### src/rtl/w_forward_merger_pkg.sv
// ---------------------------------------------------------------------------
// w_forward_merger_pkg
// Shared definitions for the AW/W forward merger:
//   - stream / field width constants
//   - FSM state type {CMD, DAT}
//   - pack helpers for the command beat and the data beat
// ---------------------------------------------------------------------------
package w_forward_merger_pkg;

    localparam int DATA_W = 77;
    localparam int ID_W   = 8;
    localparam int ADDR_W = 36;
    localparam int DW     = 64;
    localparam int STRB_W = 8;
    localparam int USER_W = 4;
    localparam int LEN_W  = 8;

    typedef enum logic {
        CMD = 1'b0,
        DAT = 1'b1
    } wfm_state_t;

    // Command beat, MSB to LSB: ID, ADDR, LEN, SIZE, BURST, LOCK, CACHE,
    // PROT, QOS, REGION, USER (8+36+8+3+2+1+4+3+4+4+4 = 77 bits).
    function automatic logic [DATA_W-1:0] pack_cmd(
        input logic [ID_W-1:0]   id,
        input logic [ADDR_W-1:0] addr,
        input logic [LEN_W-1:0]  len,
        input logic [2:0]        size,
        input logic [1:0]        burst,
        input logic              lock,
        input logic [3:0]        cache,
        input logic [2:0]        prot,
        input logic [3:0]        qos,
        input logic [3:0]        region,
        input logic [USER_W-1:0] user
    );
        return {id, addr, len, size, burst, lock, cache, prot, qos, region, user};
    endfunction

    // Data beat, MSB to LSB: DATA, STRB, USER, last (last in bit 0).
    function automatic logic [DATA_W-1:0] pack_dat(
        input logic [DW-1:0]     data,
        input logic [STRB_W-1:0] strb,
        input logic [USER_W-1:0] user,
        input logic              last
    );
        return {data, strb, user, last};
    endfunction

endpackage

### src/rtl/w_forward_merger_skid.sv
// ---------------------------------------------------------------------------
// wfm_skid_buf
// Two-entry skid buffer. Output data/valid and the not-full flag all come
// straight from flops, so upstream ready never sees a combinational path
// from the downstream READY.
// Ports:
//   CLK, RESETn   clock, asynchronous active-low reset
//   i_push        write strobe (ignored while full)
//   i_data        write data
//   o_not_full    registered "fewer than 2 entries" flag
//   o_valid       head entry valid
//   o_data        head entry data (0 after reset)
//   i_ready       downstream accepts head when o_valid
// ---------------------------------------------------------------------------
module wfm_skid_buf #(
    parameter int WIDTH = 77
) (
    input  logic             CLK,
    input  logic             RESETn,
    input  logic             i_push,
    input  logic [WIDTH-1:0] i_data,
    output logic             o_not_full,
    output logic             o_valid,
    output logic [WIDTH-1:0] o_data,
    input  logic             i_ready
);

    logic [WIDTH-1:0] r_head;
    logic [WIDTH-1:0] r_tail;
    logic [1:0]       r_cnt;
    logic             r_valid;
    logic             r_not_full;

    logic             w_push;
    logic             w_pop;
    logic [1:0]       w_cnt_nxt;

    assign w_pop  = r_valid && i_ready;
    assign w_push = i_push && r_not_full;

    always_comb begin
        w_cnt_nxt = r_cnt;
        case ({w_push, w_pop})
            2'b10:   w_cnt_nxt = r_cnt + 2'd1;
            2'b01:   w_cnt_nxt = r_cnt - 2'd1;
            default: w_cnt_nxt = r_cnt;
        endcase
    end

    always_ff @(posedge CLK or negedge RESETn) begin
        if (!RESETn) begin
            r_head     <= '0;
            r_tail     <= '0;
            r_cnt      <= '0;
            r_valid    <= 1'b0;
            r_not_full <= 1'b1;
        end else begin
            case ({w_push, w_pop})
                2'b10: begin
                    if (r_cnt == 2'd0) r_head <= i_data;
                    else               r_tail <= i_data;
                end
                2'b01: begin
                    r_head <= r_tail;
                end
                2'b11: begin
                    // Simultaneous push/pop keeps occupancy; the new beat
                    // lands behind whatever remains after the pop.
                    if (r_cnt == 2'd1) begin
                        r_head <= i_data;
                    end else begin
                        r_head <= r_tail;
                        r_tail <= i_data;
                    end
                end
                default: ;
            endcase
            r_cnt      <= w_cnt_nxt;
            r_valid    <= (w_cnt_nxt != 2'd0);
            r_not_full <= (w_cnt_nxt != 2'd2);
        end
    end

    assign o_valid    = r_valid;
    assign o_data     = r_head;
    assign o_not_full = r_not_full;

endmodule

### src/rtl/w_forward_merger.sv
// ---------------------------------------------------------------------------
// w_forward_merger
// Serialises AXI write transactions (AW + W) onto a single 77-bit stream:
// one command beat followed by the data beats, the final beat carrying
// last=1 in bit 0. Output is registered through a 2-entry skid buffer.
// Ports:
//   CLK, RESETn            clock, asynchronous active-low reset
//   AW*                    AXI write-address slave channel
//   W*                     AXI write-data slave channel
//   DATA/VALID/READY       merged output stream
//   LEN_ERR                one-cycle pulse on a WLAST/AWLEN mismatch
// Build option:
//   WFM_LEN_CHECK_EN       derive last from an AWLEN beat counter and
//                          flag WLAST mismatches on LEN_ERR; when undefined
//                          last = WLAST and LEN_ERR is tied low.
// ---------------------------------------------------------------------------
module w_forward_merger
    import w_forward_merger_pkg::*;
(
    input  logic              CLK,
    input  logic              RESETn,
    input  logic [ID_W-1:0]   AWID,
    input  logic [ADDR_W-1:0] AWADDR,
    input  logic [LEN_W-1:0]  AWLEN,
    input  logic [2:0]        AWSIZE,
    input  logic [1:0]        AWBURST,
    input  logic              AWLOCK,
    input  logic [3:0]        AWCACHE,
    input  logic [2:0]        AWPROT,
    input  logic [3:0]        AWQOS,
    input  logic [3:0]        AWREGION,
    input  logic [USER_W-1:0] AWUSER,
    input  logic              AWVALID,
    output logic              AWREADY,
    input  logic [DW-1:0]     WDATA,
    input  logic [STRB_W-1:0] WSTRB,
    input  logic [USER_W-1:0] WUSER,
    input  logic              WLAST,
    input  logic              WVALID,
    output logic              WREADY,
    output logic [DATA_W-1:0] DATA,
    output logic              VALID,
    input  logic              READY,
    output logic              LEN_ERR
);

    wfm_state_t        r_state;
    wfm_state_t        w_state_nxt;
    logic              r_rdy_en;
    logic              w_not_full;
    logic              w_aw_hs;
    logic              w_w_hs;
    logic              w_last;
    logic              w_push;
    logic [DATA_W-1:0] w_push_data;

    // Holds both readies low until the first clock edge after reset release.
    always_ff @(posedge CLK or negedge RESETn) begin
        if (!RESETn) r_rdy_en <= 1'b0;
        else         r_rdy_en <= 1'b1;
    end

    assign w_aw_hs = AWVALID && AWREADY;
    assign w_w_hs  = WVALID && WREADY;

`ifdef WFM_LEN_CHECK_EN
    logic [LEN_W-1:0] r_beat_cnt;
    logic             r_len_err;

    assign w_last = (r_beat_cnt == '0);

    always_ff @(posedge CLK or negedge RESETn) begin
        if (!RESETn) begin
            r_beat_cnt <= '0;
            r_len_err  <= 1'b0;
        end else begin
            if (w_aw_hs)     r_beat_cnt <= AWLEN;
            else if (w_w_hs) r_beat_cnt <= r_beat_cnt - 8'd1;
            r_len_err <= w_w_hs && (WLAST != w_last);
        end
    end

    assign LEN_ERR = r_len_err;
`else
    assign w_last  = WLAST;
    assign LEN_ERR = 1'b0;
`endif

    always_ff @(posedge CLK or negedge RESETn) begin
        if (!RESETn) r_state <= CMD;
        else         r_state <= w_state_nxt;
    end

    // Readies depend only on state and registered buffer status, never on
    // the VALID inputs.
    always_comb begin
        w_state_nxt = r_state;
        AWREADY     = 1'b0;
        WREADY      = 1'b0;
        unique case (r_state)
            CMD: begin
                AWREADY = r_rdy_en && w_not_full;
                if (AWVALID && AWREADY) w_state_nxt = DAT;
            end
            DAT: begin
                WREADY = r_rdy_en && w_not_full;
                if (WVALID && WREADY && w_last) w_state_nxt = CMD;
            end
            default: w_state_nxt = CMD;
        endcase
    end

    assign w_push      = w_aw_hs || w_w_hs;
    assign w_push_data = (r_state == CMD)
                       ? pack_cmd(AWID, AWADDR, AWLEN, AWSIZE, AWBURST, AWLOCK,
                                  AWCACHE, AWPROT, AWQOS, AWREGION, AWUSER)
                       : pack_dat(WDATA, WSTRB, WUSER, w_last);

    wfm_skid_buf #(
        .WIDTH (DATA_W)
    ) u_skid (
        .CLK        (CLK),
        .RESETn     (RESETn),
        .i_push     (w_push),
        .i_data     (w_push_data),
        .o_not_full (w_not_full),
        .o_valid    (VALID),
        .o_data     (DATA),
        .i_ready    (READY)
    );

endmodule

### config.mk
export PLATFORM = sky130hd
export DESIGN_NAME = w_forward_merger
export DESIGN_NICKNAME = d
export VERILOG_FILES = /design/src/rtl/w_forward_merger_pkg.sv /design/src/rtl/w_forward_merger_skid.sv /design/src/rtl/w_forward_merger.sv
export SDC_FILE = /design/constraint.sdc
export NUM_CORES = 1
export LEC_CHECK = 0
export CELL_PAD_IN_SITES_DETAIL_PLACEMENT = 0
export CELL_PAD_IN_SITES_GLOBAL_PLACEMENT = 2
export CORE_MARGIN = 2
export CORE_UTILIZATION = 37
export DETAILED_ROUTE_END_ITERATION = 6
export DONT_BUFFER_PORTS = 1
export HOLD_SLACK_MARGIN = 0.1
export PLACE_DENSITY_LB_ADDON = 0.2
export SETUP_SLACK_MARGIN = 0.3
export SKIP_LAST_GASP = 1
export SYNTH_ARGS = -nofsm -noshare
export SYNTH_HDL_FRONTEND = slang
export SYNTH_HIERARCHICAL = 1
export SYNTH_SLANG_ARGS = --single-unit
### constraint.sdc
create_clock -name CLK -period 2.3 [get_ports CLK]
set_input_delay 0.46 -clock CLK [delete_from_list [all_inputs] [get_ports CLK]]
set_output_delay 0.46 -clock CLK [all_outputs]
set_load 0.02 [all_outputs]
After elaboration in Yosys (flattened, before gate mapping)
Cells that the tools add are included.

Register bits: 160. Output and inout bits: 81. Input port bits: 159.

Add/sub/neg operators: 2. Bitwise operators: 1. Eq/ne operators: 8. Multiplexer cells: 13. Reductions and logical operators: 15.

Operators with widths (number): $mux W77 (5); $pmux W77 S3 (1); $pmux W77 S2 (1); $logic_and A1 B1 Y1 (8); $ne A2 B2 Y1 const B (3); $eq A2 B1 Y1 const B (2); $eq A2 B2 Y1 const B (2); $mux W1 (4); $pmux W2 S2 (1); $reduce_bool A2 Y1 (2); $reduce_and A3 Y1 (1); $reduce_bool A3 Y1 (1); $add A2 B1 Y2 const B (1); $logic_not A2 Y1 (1); $ne A2 B1 Y1 const B (1); $pmux W1 S2 (1); $reduce_and A2 Y1 (1); $sub A2 B1 Y2 const B (1); $logic_or A1 B1 Y1 (1); $not A1 Y1 (1).

Logic depth before layout (Yosys ltp)
Gate-level depths: netlist of run 1.

Depth after elaboration: 8. Mapped depth: 13. Depth with buffers taken out: 8.

Modules after synthesis
The synthesis of run 1 kept the hierarchy.

Modules (own cells, without submodules): wfm_skid_buf (instances 1, cells each 650, area each 7375.8 um^2, seq. area each 3955.0 um^2); w_forward_merger (instances 1, cells each 99, area each 1423.9 um^2, seq. area each 50.0 um^2).

Least setup slack after synthesis of run 1
No wires, ideal clock.

Path type: reg2reg. Start point: reg u_skid.r_valid, in the netlist u_skid/o_valid. End point: reg u_skid.r_tail[46]. Period minus slack after synthesis: 2.461 ns. Setup slack: -0.161 ns. Arrival time: 2.336 ns. Cell stages (with the launch flop): 11. Path buffers: 4. Path through: dfrtp_1 -> nand2_1 -> buf_2 -> clkinv_1 -> buf_2 -> ha_1 -> and2b_1 -> o21bai_4 -> buf_6 -> buf_6 -> mux2_4.

Longest elaborated chain between the ends: 4. Elaborated cells between the ends (all ways): 8. Those cells by class: eq/ne (4); mux (1); reduce/logical (3).

Ends and longest elaborated chain: from (decl) (line w_forward_merger_skid.sv:31) `logic r_valid;`; from (signal assigned) (line w_forward_merger_skid.sv:79) `r_valid <= (w_cnt_nxt != 2'd0);`; $logic_and A1 B1 Y1 (*) (line w_forward_merger_skid.sv:38) `assign w_pop = r_valid && i_ready;`; $eq A2 B2 Y1 (line w_forward_merger_skid.sv:58) `case ({w_push, w_pop})`; $ne A2 B2 Y1 (no source line) / $reduce_bool A2 Y1 (equally long branches); $reduce_and A3 Y1 (no source line); to (signal assigned) (line w_forward_merger_skid.sv:61) `else r_tail <= i_data;`; to (signal assigned) (line w_forward_merger_skid.sv:73) `r_tail <= i_data;`; to (decl) (line w_forward_merger_skid.sv:29) `logic [WIDTH-1:0] r_tail;`.

Mark *: on every way between the ends. The rest lies on a longest branch, timed or not. A chain may end at the register's enable or synchronous reset.

Worst setup path in the final report of run 1
Start point: reg r_state. End point: reg u_skid.r_head[67], in the netlist u_skid/o_data[67].

Longest elaborated chain between the ends: 7. Elaborated cells between the ends (all ways): 16. Those cells by class: eq/ne (4); mux (6); reduce/logical (6).

Ends and longest elaborated chain: from (decl) (line w_forward_merger.sv:47) `wfm_state_t r_state;`; from (signal assigned) (line w_forward_merger.sv:91) `else r_state <= w_state_nxt;`; $mux W1 (line w_forward_merger.sv:100) `unique case (r_state)`; $logic_and A1 B1 Y1 (on tied branches) (line w_forward_merger.sv:63, w_forward_merger.sv:64); $logic_or A1 B1 Y1 (*) (line w_forward_merger.sv:113) `assign w_push = w_aw_hs || w_w_hs;`; via w_push (line w_forward_merger.sv:54) `logic w_push;`; $logic_and A1 B1 Y1 (*) (line w_forward_merger_skid.sv:39) `assign w_push = i_push && r_not_full;`; $eq A2 B2 Y1 / $eq A2 B1 Y1 (equally long branches) (line w_forward_merger_skid.sv:58); $ne A2 B1 Y1 (no source line) / $reduce_bool A3 Y1 (equally long branches); $reduce_and A2 Y1 (no source line); to (signal assigned) (line w_forward_merger_skid.sv:60) `if (r_cnt == 2'd0) r_head <= i_data;`; to (signal assigned) (line w_forward_merger_skid.sv:64) `r_head <= r_tail;`; to (signal assigned) (line w_forward_merger_skid.sv:70) `r_head <= i_data;`; to (decl) (line w_forward_merger_skid.sv:28) `logic [WIDTH-1:0] r_head;`.

Mark *: on every way through the listed nets, which the timed path passes. The rest lies on a longest branch. The select of a mux whose other input is x is not followed.

==> results of run 1 <==
==> final cells by class <==
type	instances	area, µm²
fill	2176	12700
timing repair buffer	63	1020
tap	319	399
inverter	4	16.3
clock inverter	11	176
clock buffer	21	460
multi-input combinational	499	4600
sequential	160	4010
==> flip-flops by register name, indices dropped and copies added, names as in the netlist <==
name,cells
u_skid/o_not_full,1
u_skid/o_valid,1
u_skid/r_cnt,2
r_state,1
r_rdy_en,1
u_skid/o_data,77
u_skid/r_tail,77
==> metrics by stage <==
step	worst slack (ns)	TNS [ns]	power, mW	std cells	utilization (%)
finish	0.0599	0	17.1	1077	45.6
detailed placement	0.000799	0	12.4	1016	39.1
global route	-0.00924	-0.0439	18.1	1077	45.6
CTS	0.0656	0	16.5	1069	43.9
floorplan	0.0740	0	11.2	749	-
global placement	0.0590	0	12.2	1016	39.1
==> worst reg2reg max path, cell delays in order (launching register included) <==
cell and delay, ns:
dfrtp_4 0.49, nand2b_4 0.15, a21oi_2 0.11, and2_4 0.20
ha_4 0.15, buf_6 0.09, and3b_4 0.22, or2_4 0.31
buf_12 0.15, buf_16 0.14, a31oi_1 0.16
==> metal layers <==
layer  up-vias  wire, µm  part of all wire (%)  global-route usage (%)
met5         -         0                     0                       0
met4         0       231                  0.87                    5.45
met3        13      1740                   6.5                    5.04
met2       230     12900                    48                    33.6
met1      3220     11700                    44                    27.5
li1       2830         -                     -                       -
==> worst paths after layout <==
check	cells after the start	start	endpoint	slack (ns)
worst max register to register	10	r_state	u_skid/o_data[67]	0.06
worst max-delay path	10	r_state	u_skid/o_data[67]	0.06
max in group asynchronous	0	RESETn	u_skid/o_not_full	2.24
worst min register to register	1	u_skid/r_tail[17]	u_skid/r_tail[17]	0.51
worst min-delay path	0	RESETn	u_skid/o_data[51]	-0.27
min in group CLK	2	AWVALID	r_state	0.19
==> what timing repair did <==
item / 4_1_cts / 5_1_grt
resized for setup: 30 / 48
pin swaps: 7 / 6
buffers inserted: 13 / 4
gates cloned: 8 / 4
endpoints found under the hold margin: 160 / 160
setup endpoints to repair: 158 / 159
==> cells in the mapped netlist (2+ instances only) <==
master / n / area share, %
nor2b_1: 2 / 0.14
and2_1: 4 / 0.28
mux2_2: 48 / 6.1
a31oi_1: 77 / 5.5
nor2_1: 2 / 0.085
nor3_1: 77 / 4.4
buf_6: 10 / 1.3
nand2_1: 6 / 0.26
buf_12: 7 / 1.6
o211ai_1: 77 / 6.6
conb_1: 2 / 0.085
inv_1: 3 / 0.13
clkbuf_1: 43 / 1.8
buf_4: 2 / 0.17
o21ai_1: 3 / 0.17
ha_1: 7 / 1.0
dfrtp_1: 159 / 45
o21ai_0: 76 / 4.3
mux2_4: 106 / 18
buf_2: 22 / 1.3
==> power groups by stage <==
| stage | Combinational, mW | Clock [mW] | Sequential, mW |
|---|---|---|---|
| after global routing | 8.44 | 3.32 | 6.35 |
| after CTS | 7.14 | 3.19 | 6.16 |
| after detailed placement | 6.22 | 0 | 6.20 |
| after floorplan | 5.37 | 0 | 5.81 |
| final | 7.85 | 3.11 | 6.17 |
| after global placement | 6.05 | 0 | 6.14 |
==> kinds of logic after synthesis <==
family | Yosys count | synth area share (%)
AOI/OAI and AO/OA | 236 | 16.9
other | 2 | 0.0853
adders and majority gates | 7 | 0.995
and+or+nand+nor | 99 | 5.76
DFF | 160 | 45.5
muxes | 155 | 24.3
buffers and inverters | 90 | 6.40
==> summary.md, run 1 <==
| Metric | Value |
|---|---|
| Status | `finished with violations` |
| Failing checks | `negative hold slack` |
| Period utilisation layout | `97.4%` |
| Area after DPL | `9150 µm²` |
| WL/cell | `24.7 µm` |
| Routability cong. | `0.758` |
| Leak Pwr | `4.35 nW` |
| Ratio of cells with drive above 1 in the final layout | `38.7%` |
| Post-synth ARST share | `100%` |
| CP Capture Type | `flop` |
| Die area | `25000 µm²` |
| Hold crit path type | `in2async` |
| Via density | `5.84` |
| Area growth, synth to finish | `21.3%` |
| Final Max Tran Viols | `0` |
| DRC | `0` |
| Sw Share | `38.6%` |
| I/O pins | `240` |
| CTS tree | `yes` |
| Final Cell Area | `10700 µm²` |
| Post-synth cell types | `36` |
| Gr usage total | `20.6%` |
| N_diodes | `0` |
| WS Path Type | `reg2reg` |
| Syn Nets | `915` |
| Crit path buffers/inverters | `3` |
| Final Hold Fails | `159` |
| Synthesized area | `8800 µm²` |
| Worst-margin pin slew | `0.959 ns` |
| 1st-iter DRT viols | `350` |
| Most common cell after layout, fill and taps aside | `dfrtp_1` |
| RSZ-0062 raised after global routing | `true` |
| CTS clk-pin slew, worst paths | `0.07 ns` |
| PD cells | `1600 nW/µm²` |
| Starting Density | `37.6%` |
| Sw power | `6.61 mW` |
| Vias after detailed routing | `6293` |
| Internal cell power | `10.5 mW` |
| Post-synth EDFFs | `0` |
| CTS root buf | `clkbuf_16` |
| Post-Route WL | `26600 µm` |
| Seq/Total Area, Yosys | `45.5%` |
| Post-DRT Antenna Nets | `0` |
| Clock latency on the worst-skew pair | `0.43 ns` |
| Post-synthesis cell count | `749` |
| Worst Path Required | `2.65 ns` |
| Commonest cells after routing, fill and taps aside | `dfrtp_1, mux2_4, o211ai_1` |
| H-Tree Depth | `4` |
| Setup Skew | `0.0108 ns` |
| Clock buffer depth | `2` |
| CP Cell Sequence | `nand2b_4 > a21oi_2 > and2_4 > ha_4 > buf_6 > and3b_4 > or2_4 > buf_12 > buf_16 > a31oi_1` |
| Peak VDD IR | `0.00111 V` |
| Yosys reg bits | `160` |
| Post-layout min period | `2.24 ns` |
| Ys Warns | `6` |
| Die Y-Extent | `158 µm` |
| Clock sink count | `160` |
| Max Fclk | `446 MHz` |
| Slew headroom | `36.1%` |
| CP top delay family | `simple AND/OR/NAND/NOR gates` |
| Vias in the first global route | `6541` |
| DP Wirelength | `14800 µm` |
| Antenna violations before repair | `0` |
| Core Area | `23400 µm²` |
| Total grt overflow | `0` |
| CP Launch Type | `flop` |
| Die Wd | `158 µm` |
| Largest net degree at the start of global routing | `161` |
| Slowest cell on crit path | `dfrtp_4` |
| Slowest stage delay, CP | `0.49 ns` |
| Max-cap violations | `0` |
| DR pass1 iterations | `4` |
| Crit path arrival time | `2.59 ns` |
| Port Buffers | `0` |
| Critical-path maximum fanout | `5` |
| # setup viols final | `0` |
| Clock network power share | `18.1%` |
| Fin Hold WS | `-0.273 ns` |
| Combinational share of power | `45.8%` |
| Flop pwr share | `36.0%` |
| Global-route wire length before repair | `38900 µm` |
| Total CTS buffers | `17` |
| Main synth FF type | `dfrtp_1` |
| Mean area per synthesized cell | `11.7 µm²` |
| Row count | `56` |
| Nets@finish | `911` |
No activity file was read; power rests on OpenSTA's default activity.
==> inputs of run 2 (changes only) <==
GPL_TIMING_DRIVEN = 0   (was default)
==> summary.md, run 2 (synthesis gave the netlist of run 1 again) <==
| Metric | Value |
|---|---|
| Status | `finished with violations` |
| Failing checks | `negative hold slack, negative setup slack` |
| Slew headroom | `59.5%` |
| Routability cong. | `0.774` |
| Area growth, synth to finish | `34.1%` |
| RR Endpoint | `u_skid/r_tail[60]` |
| Hold crit path type | `in2async` |
| Ratio of cells with drive above 1 in the final layout | `49.4%` |
| Inst Count DP | `1068` |
| Final cell count without fillers | `1137` |
| Most common cell after layout, fill and taps aside | `dfrtp_1` |
| Port Buffers | `0` |
| Gr usage total | `21.5%` |
| Core Area | `23400 µm²` |
| Area after DPL | `9300 µm²` |
| FF-to-FF Start | `r_state` |
| Final Max Tran Viols | `0` |
| Clock buffer depth | `2` |
| Row count | `56` |
| FF-to-FF setup slack | `-0.08 ns` |
| CTS root buf | `clkbuf_16` |
| Die area | `25000 µm²` |
| Post-Route WL | `27900 µm` |
| Setup Skew | `0.0109 ns` |
| Antenna violations before repair | `0` |
| Peak VDD IR | `0.000649 V` |
| DP Wirelength | `17800 µm` |
| GRT busiest layer | `met2` |
| CTS tree | `yes` |
| Die Y-Extent | `158 µm` |
| I/O pins | `240` |
| Worst Path Required | `2.61 ns` |
| DR pass1 iterations | `5` |
| Setup ws final | `-0.0773 ns` |
| Crit path arrival time | `2.68 ns` |
| Total CTS buffers | `17` |
| Die Wd | `158 µm` |
| Fill cells | `2127` |
| Nets@finish | `971` |
| Total grt overflow | `0` |
| Final core utilization | `50.4%` |
| Final Cell Area | `11800 µm²` |
| Max-cap violations | `0` |
| Vias after detailed routing | `6672` |
| # setup viols final | `107` |
| CP Launch Type | `flop` |
| WS Path Type | `reg2reg` |
| M3 GR Usage | `5.47%` |
| Worst reg2reg path depth | `12` |
| Post-layout min period | `2.38 ns` |
| 1st-iter DRT viols | `340` |
| WL/cell | `24.5 µm` |
| RSZ-0062 raised after global routing | `true` |
| Clock sink count | `160` |
| Starting Density | `37.6%` |
| Largest net degree at the start of global routing | `161` |
| H-Tree Depth | `4` |
| Final Hold Fails | `159` |
| PD cells | `1620 nW/µm²` |
| Met1 usage | `28.9%` |
| CTS clk-pin slew, worst paths | `0.07 ns` |
| Met2 Usage GRT | `34.4%` |
| Critical-path maximum fanout | `7` |
| N_diodes | `0` |
| Global-route wire length before repair | `40200 µm` |
| Period utilisation layout | `103%` |
| CP Capture Type | `flop` |
| Pre-CTS WS | `-0.677 ns` |
| Worst setup path end | `u_skid/r_tail[60]` |
| Post-DRT Antenna Nets | `0` |
| DRC | `0` |
| Worst-margin pin slew | `0.607 ns` |
| Max Fclk | `421 MHz` |
| Leak Pwr | `4.72 nW` |
| Clock latency on the worst-skew pair | `0.43 ns` |
| Worst setup startpoint | `r_state` |
| Vias in the first global route | `6748` |
| Commonest cells after routing, fill and taps aside | `dfrtp_1, mux2_4, o211ai_1` |
| Fin Hold WS | `-0.269 ns` |
| Via density | `5.87` |
run 2: cell type report:
class                      instances  area [µm²]  share of cell area (%)
inverter                           4        27.5                   0.233
clock inverter                    11         153                    1.29
timing repair buffer              37         546                    4.62
clock buffer                      21         460                    3.90
tap                              319         399                    3.38
buffer                            86         883                    7.49
multi-input combinational        499        5320                    45.1
sequential                       160        4010                    34.0
run 2: worst max-delay path: stages (launching register included):
cell and delay (ns):
dfrtp_1 0.39, buf_12 0.14, buf_12 0.12, nand2_4 0.04
a21oi_2 0.05, and2_4 0.17, ha_1 0.23, nor2b_2 0.18
o21bai_4 0.20, buf_12 0.18, buf_12 0.12, buf_12 0.12
mux2_4 0.30
run 2: layer usage:
| layer | wire (µm) | part of all wire (%) |
|---|---|---|
| met1 | 12200 | 44 |
| met2 | 13200 | 47 |
| met3 | 1890 | 6.8 |
| met4 | 561 | 2.0 |
| met5 | 0 | 0 |
run 2: how the worst min path moves through the flow:
stage,from,end,slack (ns),depth (start not counted)
finish,RESETn,u_skid/r_tail[51],-0.27,0
global route,RESETn,u_skid/r_tail[51],-0.29,0
CTS,RESETn,u_skid/o_data[64],-0.29,0
detailed placement,RESETn,u_skid/o_data[50],0.17,0
global placement,RESETn,u_skid/r_tail[51],0.17,0
floorplan,RESETn,r_rdy_en,0.16,0
run 2: report_power, final:
group / leakage [nW] / switching [mW] / total, mW / internal [mW]
logic: 2.58 / 4.40 / 9.90 / 5.50
registers: 1.84 / 1.96 / 6.26 / 4.30
clock network: 0.296 / 1.21 / 2.99 / 1.78
total: 4.72 / 7.57 / 19.2 / 11.6
run 2: through the flow:
stage / power, mW / TNS [ns]
finish: 19.2 / -3.90
global route: 20.1 / -16.23
CTS: 17.3 / -9.67
detailed placement: 12.9 / -61.00
global placement: 12.6 / -55.81
floorplan: 11.2 / 0
run 2: timing repair:
item                       in CTS  in global routing
setup endpoints to repair     158                159
gates cloned                    7                  2
pin swaps                      11                 17
resized for setup              88                169
hold endpoints to repair      160                160
buffers inserted               25                  3
==> inputs of run 3 (changes only) <==
ABC_AREA = 1   (was default)
CELL_PAD_IN_SITES_DETAIL_PLACEMENT = 1   (was 0)
CELL_PAD_IN_SITES_GLOBAL_PLACEMENT = 1   (was 2)
CORE_UTILIZATION = 40   (was 37)
==> summary.md, run 3 <==
| Metric | Value |
|---|---|
| Ys Warns | `6` |
| Post-synth ARST share | `100%` |
| Routability cong. | `0.771` |
| Most common cell in the netlist | `nand2_1` |
| DR pass1 iterations | `6` |
| Vias in the first global route | `8420` |
| Setup Skew | `0.00950 ns` |
| Clock buffer depth | `2` |
| Register Area | `4010 µm²` |
| Clock latency on the worst-skew pair | `0.43 ns` |
| Commonest cells after routing, fill and taps aside | `nand2_1, inv_1, dfrtp_1` |
| Slowest cell on crit path | `dfrtp_1` |
| Synth Area in Compound Gates | `4.57%` |
| Period utilisation layout | `98.5%` |
| Max-cap violations | `0` |
| CTS tree | `yes` |
| Post-DRT Antenna Nets | `0` |
| Gr usage total | `23.7%` |
| Peak VDD IR | `0.000518 V` |
| CTS root buf | `clkbuf_16` |
| Status | `finished with violations` |
| CP Capture Type | `flop` |
| I/O pins | `240` |
| Post-synth cell types | `22` |
| Setup ws final | `0.0349 ns` |
| Core Area | `21800 µm²` |
| Slowest stage delay, CP | `0.37 ns` |
| Main synth FF type | `dfrtp_1` |
| H-Tree Depth | `4` |
| Hold crit path type | `in2async` |
| Post-Synth Simple-Gate Area | `37.5%` |
| Crit path arrival time | `2.59 ns` |
| Die area | `23300 µm²` |
| Clock sink count | `160` |
| Post-synth top area cell | `dfrtp_1` |
| Synthesized area | `8850 µm²` |
| Total CTS buffers | `17` |
| Worst path most repeated cell | `buf_12` |
| Vias after detailed routing | `8250` |
| Seq/Total Area, Yosys | `45.3%` |
| RR Endpoint | `u_skid/r_tail[64]` |
| Area growth, synth to finish | `29.7%` |
| Largest family of logic cells by synthesized area | `simple AND/OR/NAND/NOR gates` |
| WS Path Type | `reg2reg` |
| Pre-CTS WS | `-0.581 ns` |
| Row count | `54` |
| Most common cell after layout, fill and taps aside | `nand2_1` |
| Starting Density | `40.7%` |
| Post-layout min period | `2.27 ns` |
| Multi-input gate area | `4400 µm²` |
| Synth area leaders | `dfrtp_1, nand2_1, inv_1` |
| Final Max Tran Viols | `0` |
| Yosys reg bits | `160` |
| CP Cell Sequence | `buf_12 > inv_12 > buf_12 > nor2_4 > nand2_2 > nand2_4 > nand2_4 > inv_6 > ha_4 > or2_4 > nand3_4 > buf_12 > buf_12 > buf_16 > nand2_2 > o21ai_1` |
| Total grt overflow | `0` |
| 1st-iter DRT viols | `435` |
| Worst Path Required | `2.62 ns` |
| Slew headroom | `62.9%` |
| Worst reg2reg path depth | `16` |
| Xor/xnor share of the synthesized area | `0%` |
| Die Y-Extent | `153 µm` |
| Post-synthesis cell count | `1368` |
| FF-to-FF setup slack | `0.03 ns` |
| Global-route wire length before repair | `44100 µm` |
| Post-synthesis mux area share | `0%` |
| Largest net degree at the start of global routing | `161` |
| Via density | `4.79` |
| Worst setup startpoint | `r_state` |
| Fin Hold WS | `-0.282 ns` |
| CTS clk-pin slew, worst paths | `0.07 ns` |
| Fill cells | `2760` |
| FF-to-FF Start | `r_state` |
| PD cells | `1470 nW/µm²` |
| Top cells by count, synth | `nand2_1, inv_1, dfrtp_1` |
| Antenna violations before repair | `0` |
| Critical-path maximum fanout | `8` |
| RSZ-0062 raised after global routing | `true` |
| # setup viols final | `0` |
| Worst-margin pin slew | `0.557 ns` |
| Post-synth EDFFs | `0` |
| Die Wd | `153 µm` |
| Port Buffers | `0` |
| Synth Area in Adders | `0.990%` |
| DRC | `0` |
| Nets@finish | `1597` |
| Leak Pwr | `6.46 nW` |
| N_diodes | `0` |
| Post-Route WL | `28200 µm` |
| Ratio of cells with drive above 1 in the final layout | `19.5%` |
| CP Launch Type | `flop` |
| WL/cell | `16.3 µm` |
| Mean area per synthesized cell | `6.47 µm²` |
| Max Fclk | `441 MHz` |
| DP Wirelength | `17700 µm` |
| Final Hold Fails | `160` |
| Syn Nets | `1534` |
| Area share of the largest cell type after synthesis | `45.0%` |
| Failing checks | `negative hold slack` |
## run 3: report_power, final
part           leakage, nW  switching (mW)  internal, mW  total, mW
Combinational         4.13            4.78          3.37       8.14
Sequential            2.04            1.58          4.02       5.60
Clock                0.292            1.23          1.83       3.06
## run 3: final cells by class
type	count	area share, %
sequential	160	34.9
multi-input combinational	967	38.3
clock buffer	20	3.81
clock inverter	12	1.59
buffer	74	7.54
timing repair buffer	44	5.08
tap	280	3.05
inverter	167	5.66
## run 3: metal layers
metal | track usage (%) | vias to the layer above | wire, µm
met5 | 0 | - | 0
met1 | 30.1 | 3947 | 12300
met4 | 6.61 | 0 | 429
li1 | - | 4109 | -
met2 | 41.0 | 169 | 14100
met3 | 4.89 | 25 | 1310
## run 3: worst max-delay path: cells and delay by family, from the launching register on
kind | cells | cell delay [ns]
adders and majority gates | 1 | 0.16
buffers and inverters | 7 | 0.84
and+or+nand+nor | 7 | 0.70
AOI/OAI and AO/OA | 1 | 0.06
DFF | 1 | 0.37
## run 3: cell families (layout without fill, tap and decap cells)
logic type      count (synthesis)  after routing
fa+ha+maj                       7              7
flops                         160            160
simple gates                  878            878
compound gates                 80             80
other cells                     2              2
buf+inv                       241            317
## run 3: worst max-delay path by stage
stage / to / slack (ns) / cells after the start
6_report: u_skid/r_tail[64] / 0.03 / 16
3_5_place_dp: u_skid/o_data[69] / -0.58 / 17
2_1_floorplan: u_skid/r_tail[46] / 0.29 / 13
4_1_cts: u_skid/r_tail[36] / 0.00001 / 15
3_3_place_gp: u_skid/o_data[69] / -0.57 / 17
5_1_grt: u_skid/r_tail[64] / -0.06 / 16
## run 3: metrics by stage
step / instances / area [µm²] / utilization [%] / power, mW / TNS [ns]
after CTS: 1708 / 10800 / 49.6 / 15.9 / 0
after global placement: 1648 / 9310 / 42.8 / 11.2 / -62.85
after detailed placement: 1648 / 9310 / 42.8 / 11.5 / -66.32
final: 1724 / 11500 / 52.7 / 16.8 / 0
after floorplan: 1368 / 8960 / - / 9.68 / 0
after global routing: 1724 / 11500 / 52.7 / 18.1 / -1.66
## run 3: what timing repair did
item / 4_1_cts / 5_1_grt
gates resized for setup: 163 / 141
gates cloned: 9 / 4
hold endpoints to repair: 160 / 160
setup buffers: 19 / 12
pin swaps: 24 / 13
endpoints found under the setup margin: 159 / 157
